--- config.mk ---
export PLATFORM = sky130hd
export DESIGN_NAME = fifo_uart_tx
export DESIGN_NICKNAME = d
export VERILOG_FILES = /design/src/rtl/fifo_uart_tx_pkg.sv /design/src/rtl/fifo_uart_tx_baud.sv /design/src/rtl/fifo_uart_tx.sv
export SDC_FILE = /design/constraint.sdc
export NUM_CORES = 1
export LEC_CHECK = 0
export ABC_AREA = 1
export BUFFER_PORTS_ARGS = -buffer_cell sky130_fd_sc_hd__buf_2
export CAP_MARGIN = 20
export CELL_PAD_IN_SITES_DETAIL_PLACEMENT = 1
export CELL_PAD_IN_SITES_GLOBAL_PLACEMENT = 1
export CORE_MARGIN = 5
export CORE_UTILIZATION = 30
export CTS_CLUSTER_SIZE = 24
export DETAILED_ROUTE_END_ITERATION = 8
export GPL_TIMING_DRIVEN = 0
export PLACE_DENSITY_LB_ADDON = 0.1
export SLEW_MARGIN = 20
export SYNTH_ARGS = -nofsm -noshare
export SYNTH_HDL_FRONTEND = slang
export SYNTH_SLANG_ARGS = --single-unit
--- constraint.sdc ---
create_clock -name clk_i -period 1.75 [get_ports clk_i]
set_input_delay 0.175 -clock clk_i [delete_from_list [all_inputs] [get_ports clk_i]]
set_output_delay 0.175 -clock clk_i [all_outputs]
set_load 0.05 [all_outputs]
--- src/rtl/fifo_uart_tx_pkg.sv ---
// fifo_uart_tx_pkg: FSM encoding, line level and default widths shared by the
// FIFO drain / UART transmit slice.
`default_nettype none

package fifo_uart_tx_pkg;

  localparam int DEF_DATA_W = 8;
  localparam int DEF_PTR_W  = 4;

  localparam logic LINE_IDLE = 1'b1;

  localparam logic [2:0] S_IDLE  = 3'd0;
  localparam logic [2:0] S_POP   = 3'd1;
  localparam logic [2:0] S_WAIT  = 3'd2;
  localparam logic [2:0] S_START = 3'd3;
  localparam logic [2:0] S_DATA  = 3'd4;
  localparam logic [2:0] S_PAR   = 3'd5;
  localparam logic [2:0] S_STOP  = 3'd6;

  // True while a bit is being driven onto the line (baud counter runs).
  function automatic logic in_frame(input logic [2:0] s);
    return (s == S_START) || (s == S_DATA) || (s == S_PAR) || (s == S_STOP);
  endfunction

endpackage

`default_nettype wire

--- src/rtl/fifo_uart_tx_baud.sv ---
// uart_baud_tick: bit-period counter; ticks on its last count, held cleared
// outside a frame so every frame starts on a full bit period.
`default_nettype none

module uart_baud_tick
  import fifo_uart_tx_pkg::*;
#(
  parameter int CLKS_PER_BIT = 16
) (
  input  logic clk_i,
  input  logic rst_ni,
  input  logic clr_i,
  output logic tick_o
);

  localparam int CW = $clog2(CLKS_PER_BIT);
  localparam logic [CW-1:0] LAST = CW'(CLKS_PER_BIT - 1);

  logic [CW-1:0] cnt_q, cnt_d;

  assign tick_o = !clr_i && (cnt_q == LAST);

  always_comb begin
    cnt_d = cnt_q + CW'(1);
    if (clr_i || tick_o) cnt_d = '0;
  end

  always_ff @(posedge clk_i or negedge rst_ni) begin
    if (!rst_ni) cnt_q <= '0;
    else         cnt_q <= cnt_d;
  end

endmodule

`default_nettype wire

--- src/rtl/fifo_uart_tx.sv ---
// fifo_uart_tx: pops one byte at a time from a synchronous FIFO and shifts it
// out as a UART frame (start, data LSB-first, optional even parity, stop).
`default_nettype none

module fifo_uart_tx
  import fifo_uart_tx_pkg::*;
#(
  parameter int DATA_W       = DEF_DATA_W,
  parameter int PTR_W        = DEF_PTR_W,
  parameter int CLKS_PER_BIT = 16,
  parameter int PARITY_EN    = 0,
  parameter int RD_LAT       = 1
) (
  input  logic              clk_i,
  input  logic              rst_ni,
  input  logic              en_i,
  input  logic [PTR_W-1:0]  wrptr_i,
  input  logic [PTR_W-1:0]  rdptr_i,
  input  logic [DATA_W-1:0] dout_i,
  output logic              rd_o,
  output logic              txd_o,
  output logic              busy_o,
  output logic              done_o
);

  localparam int BW = $clog2(DATA_W + 1);
  localparam int LW = $clog2(RD_LAT + 1);

  logic [2:0]        state_q, state_d;
  logic [LW-1:0]     lat_q, lat_d;
  logic [BW-1:0]     bit_q, bit_d;
  logic [DATA_W-1:0] shift_q, shift_d;
  logic              par_q, par_d;
  logic              tick;
  logic              avail;
  logic              pop;

  // Full compare including the wrap bit: equal pointers mean empty.
  assign avail  = (wrptr_i != rdptr_i);
  assign pop    = rst_ni && en_i && avail && (state_q == S_IDLE);
  assign rd_o   = pop;
  assign busy_o = (state_q != S_IDLE);
  assign done_o = (state_q == S_STOP) && tick;

  uart_baud_tick #(
    .CLKS_PER_BIT(CLKS_PER_BIT)
  ) u_baud (
    .clk_i (clk_i),
    .rst_ni(rst_ni),
    .clr_i (!in_frame(state_q)),
    .tick_o(tick)
  );

  always_comb begin
    state_d = state_q;
    lat_d   = lat_q;
    bit_d   = bit_q;
    shift_d = shift_q;
    par_d   = par_q;
    case (state_q)
      S_IDLE:  if (pop) state_d = S_POP;
      S_POP: begin
        lat_d   = LW'(RD_LAT - 1);
        state_d = S_WAIT;
      end
      S_WAIT: begin
        if (lat_q == '0) begin
          shift_d = dout_i;
          par_d   = ^dout_i;
          state_d = S_START;
        end else begin
          lat_d = lat_q - LW'(1);
        end
      end
      S_START: begin
        if (tick) begin
          bit_d   = '0;
          state_d = S_DATA;
        end
      end
      S_DATA: begin
        if (tick) begin
          shift_d = shift_q >> 1;
          if (bit_q == BW'(DATA_W - 1)) state_d = (PARITY_EN != 0) ? S_PAR : S_STOP;
          else                          bit_d   = bit_q + BW'(1);
        end
      end
      S_PAR:   if (tick) state_d = S_STOP;
      S_STOP:  if (tick) state_d = S_IDLE;
      default: state_d = S_IDLE;
    endcase
  end

  // Decoded straight from state so an asynchronous reset idles the line at once.
  always_comb begin
    case (state_q)
      S_START: txd_o = ~LINE_IDLE;
      S_DATA:  txd_o = shift_q[0];
      S_PAR:   txd_o = par_q;
      default: txd_o = LINE_IDLE;
    endcase
  end

  always_ff @(posedge clk_i or negedge rst_ni) begin
    if (!rst_ni) begin
      state_q <= S_IDLE;
      lat_q   <= '0;
      bit_q   <= '0;
      shift_q <= '0;
      par_q   <= 1'b0;
    end else begin
      state_q <= state_d;
      lat_q   <= lat_d;
      bit_q   <= bit_d;
      shift_q <= shift_d;
      par_q   <= par_d;
    end
  end

endmodule

`default_nettype wire

* Word-level counts from Yosys, hierarchy flattened
Cells that the tools add are included.
Word-level totals: flip-flop bits (word level) 21, input port bits 19, output and inout port bits 4, logic and storage cells 66
Operators by class: $add $sub $neg 3, eq/ne operators 17, mux-type cells 19, bitwise operators 1, reduce and logical (&&, ||, !) cells 20
Operators with widths (count):
- 3-bit two-way mux | 7
- 3-bit one-hot mux with 7 select lines | 1
- 4-bit two-way mux | 4
- 8-bit two-way mux | 2
- 8-bit one-hot mux with 2 select lines | 1
- 2-bit inequality test, second input constant | 7
- 3-bit == test, second input constant | 3
- 4-bit by 1-bit adder with 4-bit output, second input constant | 2
- 4-bit one-hot mux with 2 select lines | 1
- 8-bit parity | 1
- 7-bit AND reduction | 1
- 3-bit by 2-bit == test with 1-bit output, second input constant | 2
- 2-bit nonzero test | 3
- 1-bit logical AND | 5
- 4-bit by 3-bit == test with 1-bit output, second input constant | 1
- 4-bit == test, second input constant | 1
- 1-bit logical OR | 4
- 4-bit inequality test | 1
- 4-bit AND reduction | 1
- 3-bit by 1-bit == test with 1-bit output, second input constant | 1
- 3-bit zero test | 1
- 1-bit one-hot mux with 3 select lines | 1
- 3-bit AND reduction | 1
- 3-bit nonzero test | 1
- 7 further kinds | 7

* Depth between registers and ports, before layout
Gate-level depths: netlist of run 1.
depth in word-level cells 7, depth in mapped cells 10, gate-level depth less buffers 10

* Cells and area by module
Synthesis of run 1 repeated with hierarchy kept, for this count alone.
Unflattened totals: cells, all modules 174, area total of the unflattened synthesis 1325.0 um2
By module, submodules not included:
- fifo_uart_tx | instances 1, cells each 155, area each 1131.1 um2
- uart_baud_tick | instances 1, cells each 19, area each 193.9 um2

* Least setup slack after synthesis of run 1
No wires, ideal clock.
path type register -> output, start reg state_q[2], end out rd_o, arrival time 1.720 ns, required time 1.575 ns, path slack -0.145 ns, cell stages (with the launch flop) 7, path buffers 1, cell sequence dfrtp_1 > buf_4 > nor2_1 > inv_1 > nor2_1 > inv_1 > nor2_1
On the way: longest elaborated chain between the ends 2
RTL lines:
- start: declaration | line fifo_uart_tx.sv:29 | logic [2:0] state_q, state_d;
- start signal: assignment | line fifo_uart_tx.sv:112 | state_q <= state_d;
- 3-bit zero test | line fifo_uart_tx.sv:40 | assign pop = rst_ni && en_i && avail && (state_q == S_IDLE);
- 1-bit logical AND | line fifo_uart_tx.sv:40
- end: declaration | line fifo_uart_tx.sv:20 | output logic rd_o,
No other way between the ends.

* Final worst setup path of run 1
start reg state_q[2], end out txd_o
On the way: longest elaborated chain between the ends 2
RTL lines:
- 3-bit == test / 3-bit by 2-bit == test with 1-bit output (equally long branches) | line fifo_uart_tx.sv:96 | case (state_q)
- 1-bit one-hot mux with 3 select lines * | line fifo_uart_tx.sv:96
- end: declaration | line fifo_uart_tx.sv:21 | output logic txd_o,
Mark *: on every way between the ends. The rest lies on a longest branch, timed or not.

==> results of run 1 <==
## synth_stat cells (all sizes together)
library cell | instances | share of area, %
inv | 25 | 7.4
nor2 | 17 | 5.5
o21ai | 12 | 5.9
a21oi | 1 | 0.65
o31ai | 1 | 0.93
ha | 2 | 1.9
buf | 5 | 3.9
nand3 | 12 | 5.4
dfrtp | 20 | 37
xnor2 | 8 | 5.2
nand2 | 42 | 14
xor2 | 5 | 3.3
nand4 | 4 | 2.3
o221ai | 1 | 0.65
o211ai | 8 | 5.2
or2 | 1 | 0.47
## state kept, by name (all words and copies together) (netlist names)
name and count:
shift_q 8, par_q 1, bit_q 4, state_q 3, u_baud.cnt_q 4
## through the flow
| step | utilization, % | area [sq um] | hold WS [ns] | total power, mW | instances |
|---|---|---|---|---|---|
| 2_1_floorplan | - | 1340 | -0.121 | 0.513 | 164 |
| 3_3_place_gp | 34.8 | 1520 | 0.171 | 0.551 | 238 |
| 3_5_place_dp | 34.8 | 1520 | 0.173 | 0.555 | 238 |
| 4_1_cts | 36.3 | 1580 | 0.164 | 0.918 | 243 |
| 5_1_grt | 36.8 | 1600 | 0.163 | 0.947 | 243 |
| 6_report | 36.8 | 1600 | 0.167 | 0.894 | 243 |
## routing by layer
| layer | vias up | routed length, microns | track usage, % |
|---|---|---|---|
| met4 | 0 | 22 | 2.62 |
| met2 | 10 | 1580 | 20.2 |
| met1 | 533 | 1330 | 13.3 |
| li1 | 579 | - | - |
| met5 | - | 0 | 0 |
| met3 | 2 | 81 | 3.04 |
## area by class of cell
type / count / share of cell area, %
multi-input cells: 114 / 43.5
plain buffers: 5 / 3.28
well taps: 52 / 4.07
clock buffers: 4 / 3.44
inverters: 25 / 6.18
repair buffers: 23 / 8.21
flip-flops and latches: 20 / 31.3
## worst paths after layout
| kind | startpoint | endpoint | slack [ns] | depth (start not counted) |
|---|---|---|---|---|
| setup / recovery | state_q[2] | txd_o | 0.1 | 6 |
| hold / removal | dout_i[7] | shift_q[7] | 0.17 | 3 |
| setup reg to reg | u_baud.cnt_q[0] | shift_q[6] | 0.29 | 6 |
| hold reg to reg | u_baud.cnt_q[0] | u_baud.cnt_q[0] | 0.47 | 1 |
| max in group asynchronous | rst_ni | shift_q[5] | 0.51 | 2 |
| min in group asynchronous | rst_ni | u_baud.cnt_q[2] | 0.64 | 2 |
## power by group through the flow
stage	clock [mW]	combinational, mW	sequential [mW]
2_1_floorplan	0	0.0416	0.471
3_5_place_dp	0	0.0841	0.471
6_report	0.348	0.0840	0.462
3_3_place_gp	0	0.0805	0.471
5_1_grt	0.389	0.0960	0.462
4_1_cts	0.370	0.0867	0.462
## worst max-delay path, stage by stage (launching register included)
cell and delay, ns:
dfrtp_1 0.37, buf_4 0.17, inv_1 0.06, nand3_1 0.15, nand3_2 0.13, o221ai_1 0.12, buf_4 0.21
## kinds of logic after synthesis
group / after synthesis / share of synthesized area [%]
adders and majority gates: 2 / 1.87
buffers and inverters: 30 / 11.3
xor gates and xnor gates: 13 / 8.50
DFF: 20 / 37.4
AOI/OAI and AO/OA: 23 / 13.4
and+or+nand+nor: 76 / 27.6
## layout by cell type, fill, tap and decap left out, types with 3 or more instances in the layout
cell	Yosys	final
inv_1	21	21
buf_6	4	5
buf_2	0	19
nor2_1	15	13
inv_2	3	3
o21ai_0	7	7
xor2_1	5	5
dfrtp_1	20	20
nand2_4	3	3
o211ai_1	6	6
xnor2_1	8	8
nor2_2	1	3
nand2_1	37	37
nand3_1	11	10
nand4_1	3	3
clkbuf_8	0	4
## timing repair
action | in CTS | in global routing
hold buffers | 1 | 0
endpoints found under the setup margin | 0 | 3
endpoints found under the hold margin | 20 | 0
resized for setup | 0 | 8
==> reports/results.ini, run 1 <==
[final_layout]
antenna_cells = 0
multi_input_area_sq_um = 697
drive_above_1_share_pct = 28.8
seqCellArea_sq_um = 500
nNetsFinal = 213
fillers = 523
synthToLayoutAreaGrowth_pct = 19.5

[global_route]
track_usage_pct = 11.3
grt_max_degree = 21
grt_overflow = 0
antenna_found_initial = 0
first_global_vias = 1261
grt_pass1_wl_mm = 5.51

[timing]
min_period_ns = 1.65
maxSlewViolCount = 0
tightest_slew_ns = 0.979
relSlewSlack_pct = 34.5
period_share_pct = 94.5
tns_ns = 0
setup_viol = 0
worst_slack_ns = 0.0968
rsz0062_at_grt = false
skew_ns = 0.00541
clock.fmax_mhz = 605
final_hold_viol_count = 0

[power_and_ir_drop]
pwr-share-clk_pct = 38.9
intPower_mw = 0.701
pwr-share-comb_pct = 9.4
sw_frac_of_total_pct = 21.6
p_per_area_nw_per_um2 = 558
power_switching_mw = 0.193
seq_power_share_pct = 51.7
p_leak_nw = 0.766
irDropWorstVdd_uv = 451

[clocking]
path_clk_slew_ns = 0.08
htreeDepth = 1
cts_tree = done
cts_buffer_depth = 2
clock_latency_ns = 0.25
cts_root_buffer = clkbuf_8
cts_made_buffers = 3
cts_setup_buffers = 0
cts_sinks = 20

[logic_synthesis]
yosys_warnings = 0
yosysSeqAreaShare_pct = 37.4
ys_ff_latch = 20
synthesis.area_sq_um = 1340
syn_area_per_cell_sq_um = 8.16
syn_inst = 164
synthDistinctLibCells = 29
synth_nets = 185

[drt]
ant_nets = 0
via_per_inst = 4.63
wl_per_cell_microns = 12.4
drc_errors = 0
routed_wl_mm = 3.01
vias = 1124
firstDrtPassIters = 3
drt_iter0_markers = 8

[setup_path]
end_kind = output pin
start_kind = register
arrival_ns = 1.48
crit_fanout = 10
critPathRequiredTime_ns = 1.57
critPathKind = register to output pin

[floorplanning]
rows = 24
die_area_sq_um = 5900
core_sq_um = 4350
io_pins = 23
die_h_microns = 76.8
die_w_microns = 76.8
initial_core_util_pct = 30.7

[placement]
place.gp.congestion = 0.691
numPortBuffers = 22
hpwl_mm = 2.44
pre_cts_slack_ns = 0.282

[status]
status = completed

[min_path]
hp-class = primary input to register

[flow_run]
drv_cap = 0

(Power assumes the default switching activity.)
==> inputs of run 2 (changes only) <==
ABC_AREA = not set   (was 1)
==> reports/results.ini, run 2 <==
[status]
status = finished with violations
violations = hold timing

[timing]
whs_ns = -0.0399  ; -0.207 ns
skew_ns = 0.00810  ; +0.00269 ns
relSlewSlack_pct = 68.4  ; +34 points
setup_viol = 0  ; unchanged
period_share_pct = 96.8  ; +2.3 points
min_period_ns = 1.69  ; +0.0403 ns
tns_ns = 0  ; unchanged
tightest_slew_ns = 0.473  ; -0.506 ns
maxSlewViolCount = 0  ; unchanged
final_hold_viol_count = 20  ; +20
rsz0062_at_grt = true
clock.fmax_mhz = 591  ; -2.4%

[setup_path]
reg2reg_from = u_baud.cnt_q[0]
start_kind = register
critPathRequiredTime_ns = 1.89  ; +0.32 ns
arrival_ns = 1.84  ; +0.36 ns
timing.rr.end = shift_q[4]
end_kind = register
r2r_cells = 7  ; +1
cp-startpoint = u_baud.cnt_q[0]
critPathKind = register to register
crit_fanout = 7  ; -3
reg2reg_setup_slack_ns = 0.06  ; -0.23 ns
crit_end = shift_q[4]

[drt]
vias = 996  ; -11%
firstDrtPassIters = 2  ; -1
drc_errors = 0  ; unchanged
drt_iter0_markers = 8  ; unchanged
via_per_inst = 4.86  ; +5.0%
ant_nets = 0  ; unchanged
routed_wl_mm = 3.04  ; +0.83%
wl_per_cell_microns = 14.8  ; +20%

[final_layout]
nNetsFinal = 177  ; -17%
drive_above_1_share_pct = 39.4  ; +11 points
synthToLayoutAreaGrowth_pct = 31.1
final_common_cell = buf_2
largest_reg_flops = 8  ; unchanged
utilization_pct = 40.4  ; +3.7 points
antenna_cells = 0  ; unchanged
top_regs = shift_q x8, bit_q x4, u_baud.cnt_q x4
largest-register = shift_q
stdcell_count = 205  ; -16%
final_cell_mix = buf_2 (21), dfrtp_1 (19), xnor2_1 (12)

[placement]
place.gp.congestion = 0.698  ; +0.94%
hpwl_mm = 2.25  ; -7.8%
placedCellCount = 193  ; -19%
numPortBuffers = 22  ; unchanged

[logic_synthesis]
yosysSeqAreaShare_pct = 40.6  ; +3.2 points
synth_top_area_share_pct = 40.6  ; +3.2 points
ys_ff_latch = 20  ; unchanged
syn_inst = 121  ; -26%
synth-main-ff-cell = dfrtp_1
synth-edff-count = 0  ; unchanged
synthDistinctLibCells = 36  ; +24%
synth_area_leaders = dfrtp_1 (41%), xnor2_1 (8.5%), mux2_1 (6.4%), mux2_2 (6.4%), o21ai_0 (3.2%)
syn_area_per_cell_sq_um = 10.2  ; +25%
async_flop_share_pct = 100  ; unchanged
synth_nets = 142  ; -23%
synth_commonest_cells = dfrtp_1 (20), xnor2_1 (12), nor2_1 (10)
yosys_warnings = 0  ; unchanged
yosys.area.top_type = dfrtp_1
yosysMostFrequentCell = dfrtp_1
synthesis.area_sq_um = 1230  ; -7.9%

[floorplanning]
core_sq_um = 4000  ; -8.1%
io_pins = 23  ; unchanged
die_area_sq_um = 5490  ; -6.8%
die_h_microns = 74.1  ; -3.5%
initial_core_util_pct = 30.8  ; +0.094 points
rows = 23  ; -4.2%
die_w_microns = 74.1  ; -3.5%

[power_and_ir_drop]
p_leak_nw = 0.740  ; -3.4%
finalPower_mw = 0.957  ; +7.0%
p_per_area_nw_per_um2 = 591  ; +5.9%
irDropWorstVdd_uv = 420  ; -6.9%

[global_route]
first_global_vias = 1066  ; -15%
grt_overflow = 0  ; unchanged
grt_max_degree = 21  ; unchanged
track_usage_pct = 12.3  ; +1.1 points
antenna_found_initial = 0  ; unchanged
grt_pass1_wl_mm = 5.15  ; -6.6%

[clocking]
cts_root_buffer = clkbuf_8
htreeDepth = 1  ; unchanged
cts_tree = done
cts_sinks = 20  ; unchanged
path_clk_slew_ns = 0.08  ; about the same
cts_made_buffers = 3  ; unchanged
cts_buffer_depth = 2  ; unchanged
clock_latency_ns = 0.26  ; about the same

[flow_run]
drv_cap = 0  ; unchanged

[min_path]
hp-class = primary input to async pin

==> run 2: cell count changes in the layout (fill, tap and decap cells not counted), sizes merged, moves of 3 or more <==
cell	delta
nand3	-6
buf	+8
nor2	-6
mux2	+14
nor2b	+3
xnor2	+4
xor2	-4
nand2	-37
a21oi	+6
inv	-19
o211ai	-8
==> run 2: cells by family after synthesis <==
logic type,after synthesis,synth area share [%]
AND/OR/NAND/NOR,34,15.2
buffers and inverters,12,5.07
XOR/XNOR,13,9.23
flip-flops,20,40.6
adder cells (fa/ha/maj),2,2.03
multiplexers,16,14.4
AO/OA/AOI/OAI,24,13.5
==> run 2: how the worst min path moves through the flow <==
stage / start / endpoint / slack, ns / depth (start not counted)
after floorplan: rst_ni / bit_q[0] / -0.12 / 0
after global placement: rst_ni / bit_q[3] / 0.17 / 1
after detailed placement: rst_ni / state_q[0] / 0.17 / 1
after CTS: en_i / state_q[0] / 0.24 / 3
after global routing: rst_ni / bit_q[3] / 0.0006 / 2
final: rst_ni / bit_q[3] / -0.04 / 2
==> run 2: worst max-delay path: stages (launching register included) <==
cell and delay [ns]:
dfrtp_1 0.43, ha_4 0.19, and3_1 0.14, buf_4 0.15
a21oi_2 0.18, nor2_4 0.05, buf_12 0.14, mux2_1 0.30
==> run 2: cell type report <==
class	instances	area (sq um)
tap	50	62.6
sequential	20	502
buffer	6	46.3
fill	471	2380
multi-input combinational	89	718
timing repair buffer	30	211
inverter	6	22.5
clock buffer	4	55.1
==> run 2: metal layers <==
metal / part of all wire [%] / GRT usage, % / routed length (microns) / vias to the layer above
met2: 46 / 19.5 / 1400 / 20
met4: 1.0 / 3.02 / 31 / 0
li1: - / - / - / 491
met1: 48 / 16.6 / 1460 / 480
met3: 4.9 / 3.65 / 148 / 5
met5: 0 / 0 / 0 / -
==> run 2: repair_timing <==
action	4_1_cts	5_1_grt
resized for setup	4	19
hold buffers	1	0
setup buffers	2	5
cloned	0	0
pin swaps	2	2
endpoints found under the setup margin	8	11
hold endpoints to repair	20	0
==> run 2: through the flow <==
step | instance area, sq um | setup WS, ns
3_3_place_gp | 1410 | -0.0508
2_1_floorplan | 1240 | 0.0191
3_5_place_dp | 1410 | -0.0977
4_1_cts | 1500 | 0.0128
6_report | 1620 | 0.0566
5_1_grt | 1620 | -0.0186
==> run 2: power by group <==
| group | internal (mW) | total (mW) | switching [mW] |
|---|---|---|---|
| Sequential | 0.478 | 0.486 | 0.00829 |
| Clock | 0.200 | 0.360 | 0.160 |
| Combinational | 0.0588 | 0.110 | 0.0512 |
==> inputs of run 3 (changes only) <==
BUFFER_PORTS_ARGS = -buffer_cell sky130_fd_sc_hd__clkbuf_2   (was -buffer_cell sky130_fd_sc_hd__buf_2)
PLACE_DENSITY = 0.58   (was not set)
PLACE_DENSITY_LB_ADDON = not set   (was 0.1)
==> reports/results.ini, run 3 (synthesis results as in run 2) <==
[final_layout]
largest-register = shift_q
utilization_pct = 39.8  ; -0.69 points
final_common_cell = dfrtp_1
stdcell_count = 206  ; +0.49%
drive_above_1_share_pct = 34.6  ; -4.7 points
multi_input_area_sq_um = 688  ; -4.2%
largest_reg_flops = 8  ; unchanged
final_cell_mix = dfrtp_1 (19), clkbuf_2 (18), xnor2_1 (12)
fillers = 461  ; -2.1%
seqCellArea_sq_um = 502  ; unchanged
nNetsFinal = 178  ; +0.56%
top_regs = shift_q x8, bit_q x4, u_baud.cnt_q x4
synthToLayoutAreaGrowth_pct = 28.9
antenna_cells = 0  ; unchanged

[drt]
drc_errors = 0  ; unchanged
ant_nets = 0  ; unchanged
drt_iter0_markers = 27  ; +19
via_per_inst = 4.87  ; +0.31%
wl_per_cell_microns = 14.9  ; +0.73%
vias = 1004  ; +0.80%
routed_wl_mm = 3.07  ; +1.2%
firstDrtPassIters = 4  ; +2

[power_and_ir_drop]
sw_frac_of_total_pct = 21.3  ; -1.6 points
irDropWorstVdd_uv = 367  ; -13%
pwr-share-clk_pct = 44.6  ; +7.0 points
p_leak_nw = 0.706  ; -4.5%
seq_power_share_pct = 45.7  ; -5.1 points
power_switching_mw = 0.226  ; +3.2%
pwr-share-comb_pct = 9.7  ; -1.8 points
intPower_mw = 0.838  ; +14%
finalPower_mw = 1.06  ; +11%
p_per_area_nw_per_um2 = 669  ; +13%

[global_route]
first_global_vias = 1049  ; -1.6%
antenna_found_initial = 0  ; unchanged
grt_max_degree = 21  ; unchanged
grt_pass1_wl_mm = 4.97  ; -3.4%
track_usage_pct = 11.8  ; -0.55 points
grt_overflow = 0  ; unchanged

[timing]
clock.fmax_mhz = 593  ; +0.37%
min_period_ns = 1.69  ; -0.00618 ns
relSlewSlack_pct = 36.1  ; -32 points
period_share_pct = 96.4  ; -0.35 points
skew_ns = 0.00528  ; -0.00282 ns
worst_slack_ns = 0.0628  ; +0.00618 ns
tightest_slew_ns = 0.955  ; +0.481 ns
setup_viol = 0  ; unchanged
final_hold_viol_count = 0  ; -100%
tns_ns = 0  ; unchanged
rsz0062_at_grt = false
maxSlewViolCount = 0  ; unchanged

[placement]
numPortBuffers = 22  ; unchanged
hpwl_mm = 2.26  ; +0.58%
pre_cts_slack_ns = -0.0786  ; +0.0191 ns
place.gp.congestion = 0.702  ; +0.62%
placedCellCount = 193  ; unchanged

[setup_path]
r2r_cells = 6  ; -1
arrival_ns = 1.84  ; about the same
reg2reg_from = state_q[1]
crit_end = shift_q[3]
reg2reg_setup_slack_ns = 0.06  ; about the same
end_kind = register
critPathKind = register to register
critPathRequiredTime_ns = 1.91  ; +0.02 ns
timing.rr.end = shift_q[3]
crit_fanout = 10  ; +3
cp-startpoint = state_q[1]
start_kind = register

[clocking]
cts_buffer_depth = 2  ; unchanged
cts_sinks = 20  ; unchanged
clock_latency_ns = 0.26  ; about the same
cts_tree = done
cts_made_buffers = 3  ; unchanged
htreeDepth = 1  ; unchanged
cts_root_buffer = clkbuf_8
path_clk_slew_ns = 0.08  ; about the same

[floorplanning]
die_w_microns = 74.1  ; unchanged
io_pins = 23  ; unchanged
die_area_sq_um = 5490  ; unchanged
rows = 23  ; unchanged
core_sq_um = 4000  ; unchanged
die_h_microns = 74.1  ; unchanged
initial_core_util_pct = 30.8  ; unchanged

[min_path]
hp-class = primary input to register

[flow_run]
drv_cap = 0  ; unchanged

[status]
status = completed

==> run 3: cell types whose count changed in the layout (fill, tap and decap cells not counted), moves of 2 or more <==
cell,previous run,this run
buf_6,5,2
buf_12,2,0
mux2_4,7,0
clkbuf_2,0,18
mux2_1,1,7
buf_4,6,11
buf_2,21,1
==> run 3: critical path: stages (launching register included) <==
cell     delay, ns
dfrtp_1       0.38
buf_6         0.14
nor3b_4       0.18
buf_6         0.16
buf_4         0.11
mux2_2        0.32
mux2_1        0.29
==> run 3: final cells by class <==
class,count,area share (%)
multi-input combinational,89,43.3
inverter,6,1.42
tap,50,3.93
clock inverter,1,1.89
timing repair buffer,31,12.0
clock buffer,3,2.60
sequential,20,31.5
buffer,6,3.30
==> run 3: how the worst min path moves through the flow <==
stage,startpoint,end,slack (ns),cells after the start
2_1_floorplan,rst_ni,bit_q[0],-0.12,0
3_3_place_gp,rst_ni,bit_q[1],0.19,1
3_5_place_dp,rst_ni,bit_q[1],0.19,1
4_1_cts,en_i,state_q[0],0.23,3
5_1_grt,en_i,state_q[0],0.25,3
6_report,en_i,state_q[0],0.23,3
==> run 3: through the flow <==
stage	instance area, sq um	hold slack [ns]
2_1_floorplan	1240	-0.121
3_3_place_gp	1410	0.192
3_5_place_dp	1410	0.195
4_1_cts	1510	0.229
5_1_grt	1590	0.245
6_report	1590	0.235
==> run 3: power by group through the flow <==
stage	registers (mW)	clock network (mW)	logic [mW]
2_1_floorplan	0.493	0	0.0582
3_3_place_gp	0.495	0	0.0993
3_5_place_dp	0.496	0	0.102
4_1_cts	0.487	0.490	0.105
5_1_grt	0.488	0.508	0.118
6_report	0.486	0.474	0.103
==> run 3: per-layer routing <==
metal | global-route usage, % | vias to the layer above | wire, microns
met5 | 0 | - | 0
met4 | 3.62 | 0 | 23
met3 | 1.76 | 2 | 130
met2 | 19.6 | 19 | 1490
met1 | 15.9 | 489 | 1430
li1 | - | 494 | -
==> run 3: repair_timing <==
item / 4_1_cts / 5_1_grt
setup endpoints to repair: 6 / 11
pin swaps: 1 / 3
endpoints found under the hold margin: 20 / 0
hold buffers: 1 / 0
setup buffers: 1 / 7
resized for setup: 4 / 14
